[config.mk]
export PLATFORM = sky130hd
export DESIGN_NAME = maxpool_stream_ctrl_flat
export DESIGN_NICKNAME = d
export VERILOG_FILES = /design/src/rtl/maxpool_pkg.sv /design/src/rtl/maxpool_stream_ctrl_if.sv /design/src/rtl/max2_signed.sv /design/src/rtl/maxpool_stream_ctrl.sv /design/src/flat_wrapper.sv
export SDC_FILE = /design/constraint.sdc
export NUM_CORES = 1
export LEC_CHECK = 0
export CAP_MARGIN = 20
export CELL_PAD_IN_SITES_DETAIL_PLACEMENT = 1
export CELL_PAD_IN_SITES_GLOBAL_PLACEMENT = 1
export CORE_AREA = 2 2 191 193
export DETAILED_ROUTE_END_ITERATION = 8
export DIE_AREA = 0 0 193 195
export GPL_ROUTABILITY_DRIVEN = 0
export HOLD_SLACK_MARGIN = 0.08
export PLACE_DENSITY_LB_ADDON = 0.05
export SYNTH_ARGS = -nofsm -noshare
export SYNTH_HDL_FRONTEND = slang
export SYNTH_HIERARCHICAL = 1
export SYNTH_SLANG_ARGS = --single-unit
[constraint.sdc]
create_clock -name clk -period 15.73 [get_ports clk]
set_clock_uncertainty 0.15 [all_clocks]
set_input_delay 3.146 -clock clk [delete_from_list [all_inputs] [get_ports clk]]
set_output_delay 3.146 -clock clk [all_outputs]
set_load 0.005 [all_outputs]
[src/rtl/maxpool_pkg.sv]
// Shared types and helpers for the 2x2/stride-2 max-pool stream controller.
package maxpool_pkg;

  localparam int BITWIDTH_DEF = 16;

  typedef enum logic [1:0] {
    IDLE  = 2'd0,
    RUN   = 2'd1,
    DRAIN = 2'd2,
    DONE  = 2'd3
  } state_t;

  // Signed max at the default pixel width; ties return b (values are equal).
  function automatic logic signed [BITWIDTH_DEF-1:0] smax(
    input logic signed [BITWIDTH_DEF-1:0] a,
    input logic signed [BITWIDTH_DEF-1:0] b
  );
    return (a > b) ? a : b;
  endfunction

endpackage

[src/rtl/maxpool_stream_ctrl_if.sv]
// Control, input-stream and output-stream signals of the max-pool controller.
interface maxpool_stream_ctrl_if
  import maxpool_pkg::*;
#(
  parameter int BITWIDTH = BITWIDTH_DEF
);
  logic                start;
  logic                busy;
  logic                done;
  logic [BITWIDTH-1:0] in_data;
  logic                in_valid;
  logic                in_ready;
  logic [BITWIDTH-1:0] out_data;
  logic                out_valid;
  logic                out_ready;
  logic                out_last;

  // Upstream/downstream side (drives pixels, consumes pooled results).
  modport master (
    output start, in_data, in_valid, out_ready,
    input  busy, done, in_ready, out_data, out_valid, out_last
  );

  // Controller side.
  modport slave (
    input  start, in_data, in_valid, out_ready,
    output busy, done, in_ready, out_data, out_valid, out_last
  );
endinterface

[src/rtl/max2_signed.sv]
// Combinational two-input signed maximum at full width, no widening.
module max2_signed #(
  parameter int WIDTH = 16
) (
  input  logic signed [WIDTH-1:0] a,
  input  logic signed [WIDTH-1:0] b,
  output logic signed [WIDTH-1:0] y
);
  // Both operands are declared signed, so the compare is two's complement.
  assign y = (a > b) ? a : b;
endmodule

[src/rtl/maxpool_stream_ctrl.sv]
// 2x2/stride-2 max-pool stream controller: raster in, pooled raster out,
// one half-width line buffer shared by every row pair and channel.
//
// state | meaning
// IDLE  | waiting for start, outputs quiet
// RUN   | accepting input beats, emitting pooled pixels
// DRAIN | all input taken, waiting for the final output handshake
// DONE  | one-cycle done pulse, then back to IDLE
module maxpool_stream_ctrl
  import maxpool_pkg::*;
#(
  parameter int BITWIDTH = BITWIDTH_DEF,
  parameter int CHANNELS = 2,
  parameter int IN_DIM   = 10
) (
  input logic            clk,
  input logic            rst,
  maxpool_stream_ctrl_if.slave bus
);
  localparam int OUT_DIM = IN_DIM / 2;
  localparam int CW  = $clog2(IN_DIM);
  localparam int CHW = (CHANNELS > 1) ? $clog2(CHANNELS) : 1;
  localparam int LW  = (OUT_DIM > 1) ? $clog2(OUT_DIM) : 1;
  localparam logic [CW-1:0]  DIM_MAX = CW'(IN_DIM - 1);
  localparam logic [CHW-1:0] CH_MAX  = CHW'(CHANNELS - 1);

  if ((IN_DIM % 2) != 0 || IN_DIM < 2) begin : g_bad_dim
    $error("maxpool_stream_ctrl: IN_DIM must be even and at least 2");
  end

  state_t state, state_next;

  logic [CW-1:0]  col, row;
  logic [CHW-1:0] ch;
  logic [LW-1:0]  lb_idx;

  logic signed [BITWIDTH-1:0] pair;
  logic signed [BITWIDTH-1:0] linebuf [OUT_DIM];
  logic signed [BITWIDTH-1:0] in_px, lb_rd, pair_max, win_max;
  logic signed [BITWIDTH-1:0] out_data_q;
  logic                       out_valid_q, out_last_q;

  logic in_ready, accept, last_beat, out_hs;

  assign in_px     = $signed(bus.in_data);
  assign lb_idx    = LW'(col >> 1);
  assign lb_rd     = linebuf[lb_idx];
  assign in_ready  = (state == RUN) && (!out_valid_q || bus.out_ready);
  assign accept    = bus.in_valid && in_ready;
  assign out_hs    = out_valid_q && bus.out_ready;
  assign last_beat = (ch == CH_MAX) && (row == DIM_MAX) && (col == DIM_MAX);

  max2_signed #(.WIDTH(BITWIDTH)) u_pair_max (.a(pair),  .b(in_px),    .y(pair_max));
  max2_signed #(.WIDTH(BITWIDTH)) u_win_max  (.a(lb_rd), .b(pair_max), .y(win_max));

  // State register.
  always_ff @(posedge clk) begin
    if (rst) state <= IDLE;
    else     state <= state_next;
  end

  // Next-state logic; start is only honoured from IDLE.
  always_comb begin
    state_next = state;
    case (state)
      IDLE:    if (bus.start) state_next = RUN;
      RUN:     if (accept && last_beat) state_next = DRAIN;
      DRAIN:   if (out_hs) state_next = DONE;
      DONE:    state_next = IDLE;
      default: state_next = IDLE;
    endcase
  end

  // Raster counters: col wraps into row, row wraps into channel.
  always_ff @(posedge clk) begin
    if (rst) begin
      col <= '0;
      row <= '0;
      ch  <= '0;
    end else if (state == IDLE && bus.start) begin
      col <= '0;
      row <= '0;
      ch  <= '0;
    end else if (accept) begin
      if (col == DIM_MAX) begin
        col <= '0;
        if (row == DIM_MAX) begin
          row <= '0;
          ch  <= (ch == CH_MAX) ? '0 : ch + 1'b1;
        end else begin
          row <= row + 1'b1;
        end
      end else begin
        col <= col + 1'b1;
      end
    end
  end

  // Pair register on even columns; top-row pair maxima into the line buffer.
  always_ff @(posedge clk) begin
    if (rst) begin
      pair <= '0;
      for (int i = 0; i < OUT_DIM; i++) linebuf[i] <= '0;
    end else if (accept) begin
      if (!col[0])      pair            <= in_px;
      else if (!row[0]) linebuf[lb_idx] <= pair_max;
    end
  end

  // Output register: load on a completed window, hold while stalled.
  always_ff @(posedge clk) begin
    if (rst) begin
      out_data_q  <= '0;
      out_valid_q <= 1'b0;
      out_last_q  <= 1'b0;
    end else if (accept && col[0] && row[0]) begin
      out_data_q  <= win_max;
      out_valid_q <= 1'b1;
      out_last_q  <= last_beat;
    end else if (out_hs) begin
      out_data_q  <= '0;
      out_valid_q <= 1'b0;
      out_last_q  <= 1'b0;
    end
  end

  assign bus.in_ready  = in_ready;
  assign bus.out_data  = out_data_q;
  assign bus.out_valid = out_valid_q;
  assign bus.out_last  = out_last_q;
  assign bus.busy      = (state != IDLE);
  assign bus.done      = (state == DONE);

endmodule

[src/flat_wrapper.sv]
// flat-port wrapper written by rule: the top's interface ports become plain ports
module maxpool_stream_ctrl_flat import maxpool_pkg::*;
#(
  parameter int BITWIDTH = BITWIDTH_DEF,
  parameter int CHANNELS = 2,
  parameter int IN_DIM   = 10
)
  (clk, rst, bus_start, bus_in_data, bus_in_valid, bus_out_ready, bus_busy, bus_done, bus_in_ready, bus_out_data, bus_out_valid, bus_out_last);
  maxpool_stream_ctrl_if #(.BITWIDTH(BITWIDTH)) bus_i ();
  input logic clk;
  input logic rst;
  input wire logic [$bits(bus_i.start)-1:0] bus_start;
  input wire logic [$bits(bus_i.in_data)-1:0] bus_in_data;
  input wire logic [$bits(bus_i.in_valid)-1:0] bus_in_valid;
  input wire logic [$bits(bus_i.out_ready)-1:0] bus_out_ready;
  output wire logic [$bits(bus_i.busy)-1:0] bus_busy;
  output wire logic [$bits(bus_i.done)-1:0] bus_done;
  output wire logic [$bits(bus_i.in_ready)-1:0] bus_in_ready;
  output wire logic [$bits(bus_i.out_data)-1:0] bus_out_data;
  output wire logic [$bits(bus_i.out_valid)-1:0] bus_out_valid;
  output wire logic [$bits(bus_i.out_last)-1:0] bus_out_last;
  assign bus_i.start = bus_start;
  assign bus_i.in_data = bus_in_data;
  assign bus_i.in_valid = bus_in_valid;
  assign bus_i.out_ready = bus_out_ready;
  assign bus_busy = bus_i.busy;
  assign bus_done = bus_i.done;
  assign bus_in_ready = bus_i.in_ready;
  assign bus_out_data = bus_i.out_data;
  assign bus_out_valid = bus_i.out_valid;
  assign bus_out_last = bus_i.out_last;
  maxpool_stream_ctrl #(.BITWIDTH(BITWIDTH), .CHANNELS(CHANNELS), .IN_DIM(IN_DIM)) u_core (.clk(clk), .rst(rst), .bus(bus_i));
endmodule
==> run summary <==
========================================================================================
Run status ................................................................ complete, no violations
Critical Path End Type ....................................................     register
Peak fanout along the critical path .......................................           16
Crit path DAT .............................................................      9.01 ns
Biggest area contributors in the synthesized netlist ...................... edfxtp_1 (44%), dfxtp_1 (11%), mux4_2 (8.2%)
Combinational family with the most area after synthesis ................... simple AND/OR/NAND/NOR gates
Adder-Cell Fraction of Synth Area .........................................       5.282%
Horizontal die dimension ..................................................       193 um
Clock root buffer .........................................................    clkbuf_16
Post-synthesis register bit count .........................................          176
Number of search-and-repair iterations in the first detailed-routing pass .            4
Net count, final ..........................................................          788
Top-area cell type share of the netlist area ..............................       43.85%
Die Footprint ............................................................. 0.03764 mm^2
RSZ-0062 raised after global routing ......................................           no
Headroom to the max-slew limit ............................................       33.34%
Mux share of post-synthesis cell area .....................................       15.30%
Overall power after layout ................................................     1.165 mW
Fraction of the mapped netlist area in compound gates .....................       5.039%
Max-capacitance violation count ...........................................            0
Async set-or-reset flop fraction in the synthesized netlist ...............           0%
Avg Cell Area, Syn ........................................................   12.70 um^2
Min Tclk post-route .......................................................     8.854 ns
Total global-route track usage ............................................       15.13%
Antenna Nets Post-Route ...................................................            0
Layout overhead on the synthesized area ...................................       17.57%
Critical Path Start Type ..................................................    input pin
Synthesized Nets ..........................................................          748
Share of final-layout standard cells stronger than drive strength 1 .......       18.03%
Antenna violations before repair ..........................................            0
Floorplan row count .......................................................           69
Vert. Die Dim .............................................................       195 um
Gr ovfl total .............................................................            0
Worst-path clk slew .......................................................      0.07 ns
Largest net degree at the start of global routing .........................           37
Seq/Total Area, Yosys .....................................................       54.82%
Effective utilization at floorplan ........................................       24.76%
Leading cell type by number of instances after synthesis ..................     edfxtp_1
Final worst hold slack ....................................................    0.3224 ns
Resized cells post-CTS ....................................................            0
Post-synthesis xor/xnor area fraction .....................................      0.1999%
Worst min-delay path class ................................................ register to register
Post-CTS Setup Inserts ....................................................            0
Most used flip-flop cell after synthesis ..................................     edfxtp_1
Remaining DRCs ............................................................            0
Cells after Synth .........................................................          690
Worst EP required .........................................................     15.89 ns
TritonCTS clock tree ......................................................        built
Placed cell count .........................................................         1172
Detailed placement HPWL ...................................................     17030 um
PortBufs ..................................................................           41
Cell type contributing the most total cell area after synthesis ...........     edfxtp_1
Final total negative setup slack ..........................................         0 ns
Total vias in the final route .............................................         5540
Wire length of the first global-routing pass ..............................     40650 um
Total Routed Length .......................................................     27110 um
Area of the core .......................................................... 0.03540 mm^2
Mapped cell area .......................................................... 0.008765 mm^2
Hold-fix buffers at CTS ...................................................            0
Top-Level Pins ............................................................           42
Average vias per placed instance ..........................................        4.598
Category of the most critical setup path .................................. input pin to register
Post-synthesis share of cell area spent on and, or, nand and nor gates ....       15.67%
Most frequent cells after synthesis ....................................... edfxtp_1 (128), and2_1 (82), nand2_1 (67)
Worst reg2reg setup slack .................................................      9.79 ns
Areal power density over the cells ........................................ 113.1 mW/mm^2
Cts bufs inserted .........................................................           17
YS warnings ...............................................................            6
Clock latency on the worst-skew pair ......................................      0.44 ns
Number of H-tree levels ...................................................            4
Final setup violation count ...............................................            0
Maximum clock frequency ...................................................   0.1129 GHz
Max IR drop VDD ...........................................................     75.35 uV
Leakage power of the design ...............................................     3.605 nW
DRT iter0 DRCs ............................................................          240
Layout Cells excl Fill ....................................................         1205
Maximum clock path buffer count ...........................................            2
Crit share post-route .....................................................       56.29%
Final Max Tran Viols ......................................................            0
Number of global-route vias before repair .................................         6252
Post-synth cell types .....................................................           59
Number of fill cells in the layout ........................................         3856
Wire per inst .............................................................     22.50 um
Hold violation total from the final report ................................            0
Slew of the pin with the lowest slew margin ...............................    0.9975 ns
CTS Sinks .................................................................          176
Number of flops mapped to enable cells by yosys ...........................          128
========================================================================================
==> metal layers <==
| metal | track usage [%] | wire length (um) |
|---|---|---|
| met2 | 26.55 | 13690 |
| met4 | 3.816 | 266 |
| met3 | 2.318 | 552 |
| met5 | 0 | 0 |
| met1 | 19.34 | 12610 |
==> sequential cells by signal (all words and copies together), names as in the netlist, named ones only <==
register and flops:
u_core/col 4, u_core/linebuf 128, u_core/ch 1, u_core/bus.out_data 16, u_core/pair 16, u_core/bus.out_valid 1
u_core/bus.out_last 1, u_core/row 4, u_core/state 2
==> final timing paths <==
path	startpoint	end	depth (start not counted)
worst min register to register	u_core/bus.out_data[6]	u_core/bus.out_data[6]	2
worst max register to register	u_core/pair[9]	u_core/bus.out_data[2]	17
worst max-delay path	bus_in_data[7]	u_core/bus.out_data[2]	19
worst min-delay path	u_core/bus.out_data[6]	u_core/bus.out_data[6]	2
==> critical path, cell delays in order <==
cell and delay (ns):
clkdlybuf4s50_1 0.51, inv_1 0.05, ha_1 0.29, nand2_1 0.06
or3_1 0.41, a2111oi_2 0.34, o21ai_1 0.15, a21oi_4 0.56
mux2_1 0.50, inv_1 0.09, ha_1 0.28, nand2_1 0.09
or4_4 0.54, or4_4 0.55, nand3_2 0.12, mux2i_4 0.78
mux2_2 0.42, nand2_1 0.06, a21oi_1 0.06
==> area by class of cell <==
class / instances / area, um^2 / share of cell area [%]
Sequential cell: 176 / 4808 / 46.66
Multi-Input combinational cell: 438 / 3680 / 35.71
Tap cell: 461 / 576.8 / 5.597
Timing Repair Buffer: 55 / 510.5 / 4.954
Clock buffer: 18 / 429.2 / 4.165
Inverter: 42 / 157.7 / 1.530
Clock inverter: 14 / 140.1 / 1.360
Antenna cell: 1 / 2.502 / 0.02428
==> power breakdown <==
part / internal (mW) / switching (mW) / leakage (nW)
sequential: 0.518 / 0.0104 / 1.65
clock: 0.233 / 0.192 / 0.275
combinational: 0.0836 / 0.128 / 1.68
==> cells by family after synthesis <==
family                     after synthesis
AOI/OAI and AO/OA                       76
DFF                                    176
xor gates and xnor gates                 2
and+or+nand+nor                        240
muxes                                   83
buffers and inverters                   76
adders and majority gates               37
==> layout by cell type, fill, tap and decap left out, types with 4 or more instances in the layout <==
master / n
buf_4: 14
edfxtp_1: 128
nor4_1: 4
nand3_1: 22
nand2_1: 67
or2_2: 7
clkdlybuf4s50_1: 40
and2_1: 82
nand4_1: 10
mux2_4: 10
nor2_1: 9
nor2b_1: 7
inv_1: 41
mux4_2: 32
ha_1: 37
o21ai_0: 7
mux2_2: 22
clkinv_1: 4
clkinv_4: 4
a21oi_1: 52
clkbuf_16: 17
mux2_1: 16
dfxtp_1: 47
==> through the flow <==
stage / cell area (um^2) / utilization [%] / setup slack [ns]
floorplan: 8765 / - / 7.915
global placement: 9733 / 27.50 / 6.443
detailed placement: 9733 / 27.50 / 6.309
CTS: 10300 / 29.11 / 6.767
global route: 10300 / 29.11 / 6.467
finish: 10300 / 29.11 / 6.876
Note: power is estimated with default switching activity, not from simulation.
==> RTL change 1, RTL diff (same settings) <==
`IN_DIM` is set to 10 in 2 places; all go to 12.
--- a/src/rtl/maxpool_stream_ctrl.sv
+++ b/src/rtl/maxpool_stream_ctrl.sv
@@ -13,3 +13,3 @@
   parameter int CHANNELS = 2,
-  parameter int IN_DIM   = 10
+  parameter int IN_DIM   = 12
 ) (
--- a/src/flat_wrapper.sv
+++ b/src/flat_wrapper.sv
@@ -5,3 +5,3 @@
   parameter int CHANNELS = 2,
-  parameter int IN_DIM   = 10
+  parameter int IN_DIM   = 12
 )
Formal check against the unedited RTL: no difference found for any inputs over 10 cycles, from zero or initial values and one cycle with rst high; that may be too few to reach the edited logic, so the function may still have changed.
==> RTL change 1 against the original RTL <==
  * Non-clock buffer count fell by 2
  * Sequential cell count is the same
  * Clock power shrank 1%
  * Critical path type unchanged
  * Area after synthesis is essentially flat
  * Combinational power grew 4%
  * Global-route usage decreased by 0.35 points
  * Routed wire length is 3.6% lower
  * Total power down 0.36%
  * Cell area down 0.19%
  * Worst setup slack better by 0.16 ns
  * Largest power group unchanged
==> RTL change 1: results (changes against the original RTL) <==
* Clk tree area frac at 5.450% (was 5.525%)
* Fraction of area in multi-input gates at 34.85% (was 35.71%)
* Internal Pwr Total at 815.9 uW (was 835.3 uW)
* First-pass GRT wire length at 39820 um (was 40650 um)
* Status: finished clean (unchanged)
* Slew headroom at 31.29% (was 33.34%)
* Met3 Use GR at 2.408% (was 2.318%)
* Power Density at 112.9 mW/mm^2 (was 113.1 mW/mm^2)
* Share of cells above drive strength 1 at 16.78% (was 18.03%)
* Post-synthesis mux area share at 17.01% (was 15.30%)
* Largest net degree at the start of global routing at 43 (was 37)
* Worst Hold Endpoint: u_core/bus.out_data[12]$_SDFFE_PP0P_ (was u_core/bus.out_data[6]$_SDFFE_PP0P_)
* Met3 wire len at 676 um (was 552 um)
* Leak Pwr at 0.003781 uW (was 0.003605 uW)
* Signal buffers at 53 (was 55)
* Placed Instance Area at 0.009722 mm^2 (was 0.009733 mm^2)
* Distinct cells, synth at 60 (was 59)
* Hold_ws at 0.3195 ns (was 0.3224 ns)
* Final wirelength at 26130 um (was 27110 um)
* Inverter count at 57 (was 42)
* Sequential share of the synthesized area at 54.76% (was 54.82%)
* R2R Path End: u_core/bus.out_data[1]$_SDFFE_PP0P_ (was u_core/bus.out_data[2]$_SDFFE_PP0P_)
* Adder-Cell Fraction of Synth Area at 5.562% (was 5.282%)
* Worst path arrival time at 8.85 ns (was 9.01 ns)
* Non-Clock Buffer Area Fraction at 5.255% (was 4.954%)
* Met1 wire length at 12750 um (was 12610 um)
* Placed cell count at 1174 (was 1172)
* Register area at 0.004806 mm^2 (was 0.004808 mm^2)
* Synth Area in XOR/XNOR at 0.09983% (was 0.1999%)
* Final #Nets at 792 (was 788)
* Hold Path Origin: u_core/bus.out_data[12]$_SDFFE_PP0P_ (was u_core/bus.out_data[6]$_SDFFE_PP0P_)
* Reg-to-reg startpoint: u_core/pair[7]$_SDFFE_PP0P_ (was u_core/pair[9]$_SDFFE_PP0P_)
* DP Wirelength at 17440 um (was 17030 um)
* Total GRT Usage at 14.78% (was 15.13%)
* Fillers at 3828 (was 3856)
* Place WS at 6.499 ns (was 6.309 ns)
* Vias in the first global route at 6134 (was 6252)
* Met1 Usage GRT at 20.70% (was 19.34%)
* Initial DRC count at 283 (was 240)
## RTL change 1: cell count changes in the layout (fill, tap and decap cells not counted), moves of 4 or more
cell / before / now
buf_4: 14 / 10
inv_8: 0 / 4
clkinv_4: 4 / 0
and2_1: 82 / 50
nand4_1: 10 / 5
inv_1: 41 / 56
or2_2: 7 / 3
mux2i_1: 2 / 16
inv_6: 2 / 9
a21oi_1: 52 / 35
nand2_1: 67 / 55
nor2_1: 9 / 53
nor2b_1: 7 / 3
## RTL change 1: critical path, stage by stage
cell	delay, ns
clkdlybuf4s50_1	0.50
inv_1	0.05
ha_1	0.28
nand2_1	0.07
or3_1	0.40
a2111oi_2	0.34
o21ai_1	0.15
a21oi_4	0.55
mux2_1	0.41
inv_1	0.08
ha_1	0.35
nand2_1	0.10
or4_4	0.51
or4_4	0.55
nand3_2	0.12
mux2i_4	0.67
mux2_2	0.40
nand2_1	0.07
a21oi_1	0.08
==> RTL change 2, RTL diff (same settings) <==
Made on the original files. The 4 states of `state_t` get a Gray code encoding in 2 bits.
--- a/src/rtl/maxpool_pkg.sv
+++ b/src/rtl/maxpool_pkg.sv
@@ -6,6 +6,6 @@
   typedef enum logic [1:0] {
-    IDLE  = 2'd0,
-    RUN   = 2'd1,
-    DRAIN = 2'd2,
-    DONE  = 2'd3
+    IDLE  = 2'b00,
+    RUN   = 2'b01,
+    DRAIN = 2'b11,
+    DONE  = 2'b10
   } state_t;
Function: same outputs for any inputs over 10 cycles, from zero or initial values and one cycle with rst high; not proved beyond that.
==> RTL change 2 against the original RTL <==
  * Fmax is 0.30% higher
  * Synthesized cell count is 10% lower
  * Cell area is 2.3% lower
  * Routed wire length is 11% lower
  * Core utilization is 0.68 points lower
  * Sequential share of layout area is 1.1 points higher
  * Final cell count is 5.1% lower
  * Critical path depth is 1 lower
  * Total power is 11% lower
  * Register-to-register slack better by 0.04 ns
  * Sequential cell count stayed put
  * Worst setup slack better by 0.026 ns
  * Area after synthesis is 3.3% lower
  * Highest routed layer unchanged
==> RTL change 2: results (changes against the original RTL) <==
* Initial antenna violation count at 1 (was 0)
* Commonest cells post-synth: edfxtp_1 (128), and2_1 (80), dfxtp_1 (48) (was edfxtp_1 (128), and2_1 (82), nand2_1 (67))
* Worst path arrival time at 9.00 ns (was 9.01 ns)
* Vias per cell at 4.519 (was 4.598)
* Sequential share of the synthesized area at 56.70% (was 54.82%)
* Post-synth net total at 673 (was 748)
* Leak Pwr at 0.003589 uW (was 0.003605 uW)
* Initial DRC count at 201 (was 240)
* Met3 Use GR at 2.804% (was 2.318%)
* Synth Area in XOR/XNOR at 0% (was 0.1999%)
* Share of cells above drive strength 1 at 19.06% (was 18.03%)
* CTS clk-pin slew, worst paths at about 0.060 ns
* Met1 Usage GRT at 17.56% (was 19.34%)
* Largest net degree at the start of global routing at 33 (was 37)
* Slew headroom at 38.26% (was 33.34%)
* Status: finished clean (unchanged)
* Top cells by area, synth: edfxtp_1 (45%), dfxtp_1 (11%), mux4_2 (8.5%) (was edfxtp_1 (44%), dfxtp_1 (11%), mux4_2 (8.2%))
* Ant. Diodes at 0 (was 1)
* Total GRT Usage at 13.47% (was 15.13%)
* First-pass GRT wire length at 36320 um (was 40650 um)
* Fillers at 3803 (was 3856)
* Met2 Use GR at 22.70% (was 26.55%)
* Synth Area in Compound Gates at 5.198% (was 5.039%)
* Place WS at 6.388 ns (was 6.309 ns)
* Vias in the first global route at 5737 (was 6252)
* DP Wirelength at 15850 um (was 17030 um)
* Avg WL per Cell at 21.06 um (was 22.50 um)
* Worst IR Drop VDD at 0.00007703 V (was 0.00007535 V)
* Distinct cells, synth at 55 (was 59)
* Final #Nets at 722 (was 788)
* Adder-Cell Fraction of Synth Area at 4.725% (was 5.282%)
* Post-synthesis mux area share at 17.48% (was 15.30%)
==> RTL change 2: changes by cell type in the layout (fill, tap and decap cells not counted), sizes merged, moves of 4 or more <==
cell / delta
a22o: +17
nand2: -48
nor2: +21
a21oi: -33
ha: -5
nand4: -7
or3: +4
mux2i: +14
nand3: -19
==> RTL change 2: cell families (layout without fill, tap and decap cells) <==
| kind of cell | after synthesis | after routing |
|---|---|---|
| muxes | 97 | 97 |
| AOI/OAI and AO/OA | 63 | 63 |
| adders and majority gates | 32 | 32 |
| DFF | 176 | 176 |
| buffers and inverters | 67 | 129 |
| and+or+nand+nor | 185 | 185 |
==> RTL change 2: worst paths after layout <==
kind         slack, ns  cells after the start                            startpoint                                   end
min reg2reg       0.33                      1  u_core/bus.out_data[12]$_SDFFE_PP0P_  u_core/bus.out_data[12]$_SDFFE_PP0P_
min               0.33                      1  u_core/bus.out_data[12]$_SDFFE_PP0P_  u_core/bus.out_data[12]$_SDFFE_PP0P_
max               6.90                     18                        bus_in_data[9]   u_core/bus.out_data[3]$_SDFFE_PP0P_
max reg2reg       9.83                     16           u_core/pair[9]$_SDFFE_PP0P_   u_core/bus.out_data[3]$_SDFFE_PP0P_
==> RTL change 2: critical path: stages <==
cell	delay, ns
clkdlybuf4s50_1	0.50
inv_1	0.05
ha_1	0.29
nand2_1	0.08
or3_1	0.38
a2111oi_2	0.34
o21ai_1	0.14
a21oi_4	0.53
mux2_1	0.51
inv_1	0.09
ha_1	0.30
nand2_1	0.10
or4_4	0.56
or4_4	0.55
nand3_2	0.11
mux2i_4	0.69
mux2_2	0.42
a22o_1	0.19
==> RTL change 2: metrics by stage <==
step | cells | hold WS [ns] | area (um^2) | power (uW)
after floorplan | 620 | 0.2971 | 8473 | 594.8
after CTS | 1143 | 0.3372 | 10060 | 1054
after global placement | 1111 | 0.3136 | 9517 | 631.8
final | 1143 | 0.3277 | 10060 | 1032
after detailed placement | 1111 | 0.3209 | 9517 | 634.0
after global routing | 1143 | 0.3574 | 10060 | 1077
==> RTL change 2: report_power, final <==
part / switching [uW] / internal (uW)
registers: 4.14 / 508
clock network: 193 / 218
logic: 64.6 / 43.8
total: 261 / 770
==> RTL change 2: layout make-up <==
class | count | area, um^2 | area share [%]
Clock buffer | 19 | 432.9 | 4.302
Tap cell | 461 | 576.8 | 5.732
Inverter | 39 | 146.4 | 1.455
Clock inverter | 13 | 113.9 | 1.131
Sequential cell | 176 | 4806 | 47.76
Multi-Input combinational cell | 377 | 3450 | 34.28
Timing Repair Buffer | 58 | 538.0 | 5.346
==> RTL change 2: routing by layer <==
| layer | up-vias | share of wire (%) |
|---|---|---|
| li1 | 2396 | - |
| met1 | 2687 | 46 |
| met2 | 72 | 49 |
| met3 | 10 | 3.8 |
| met4 | 0 | 0.98 |
| met5 | - | 0 |
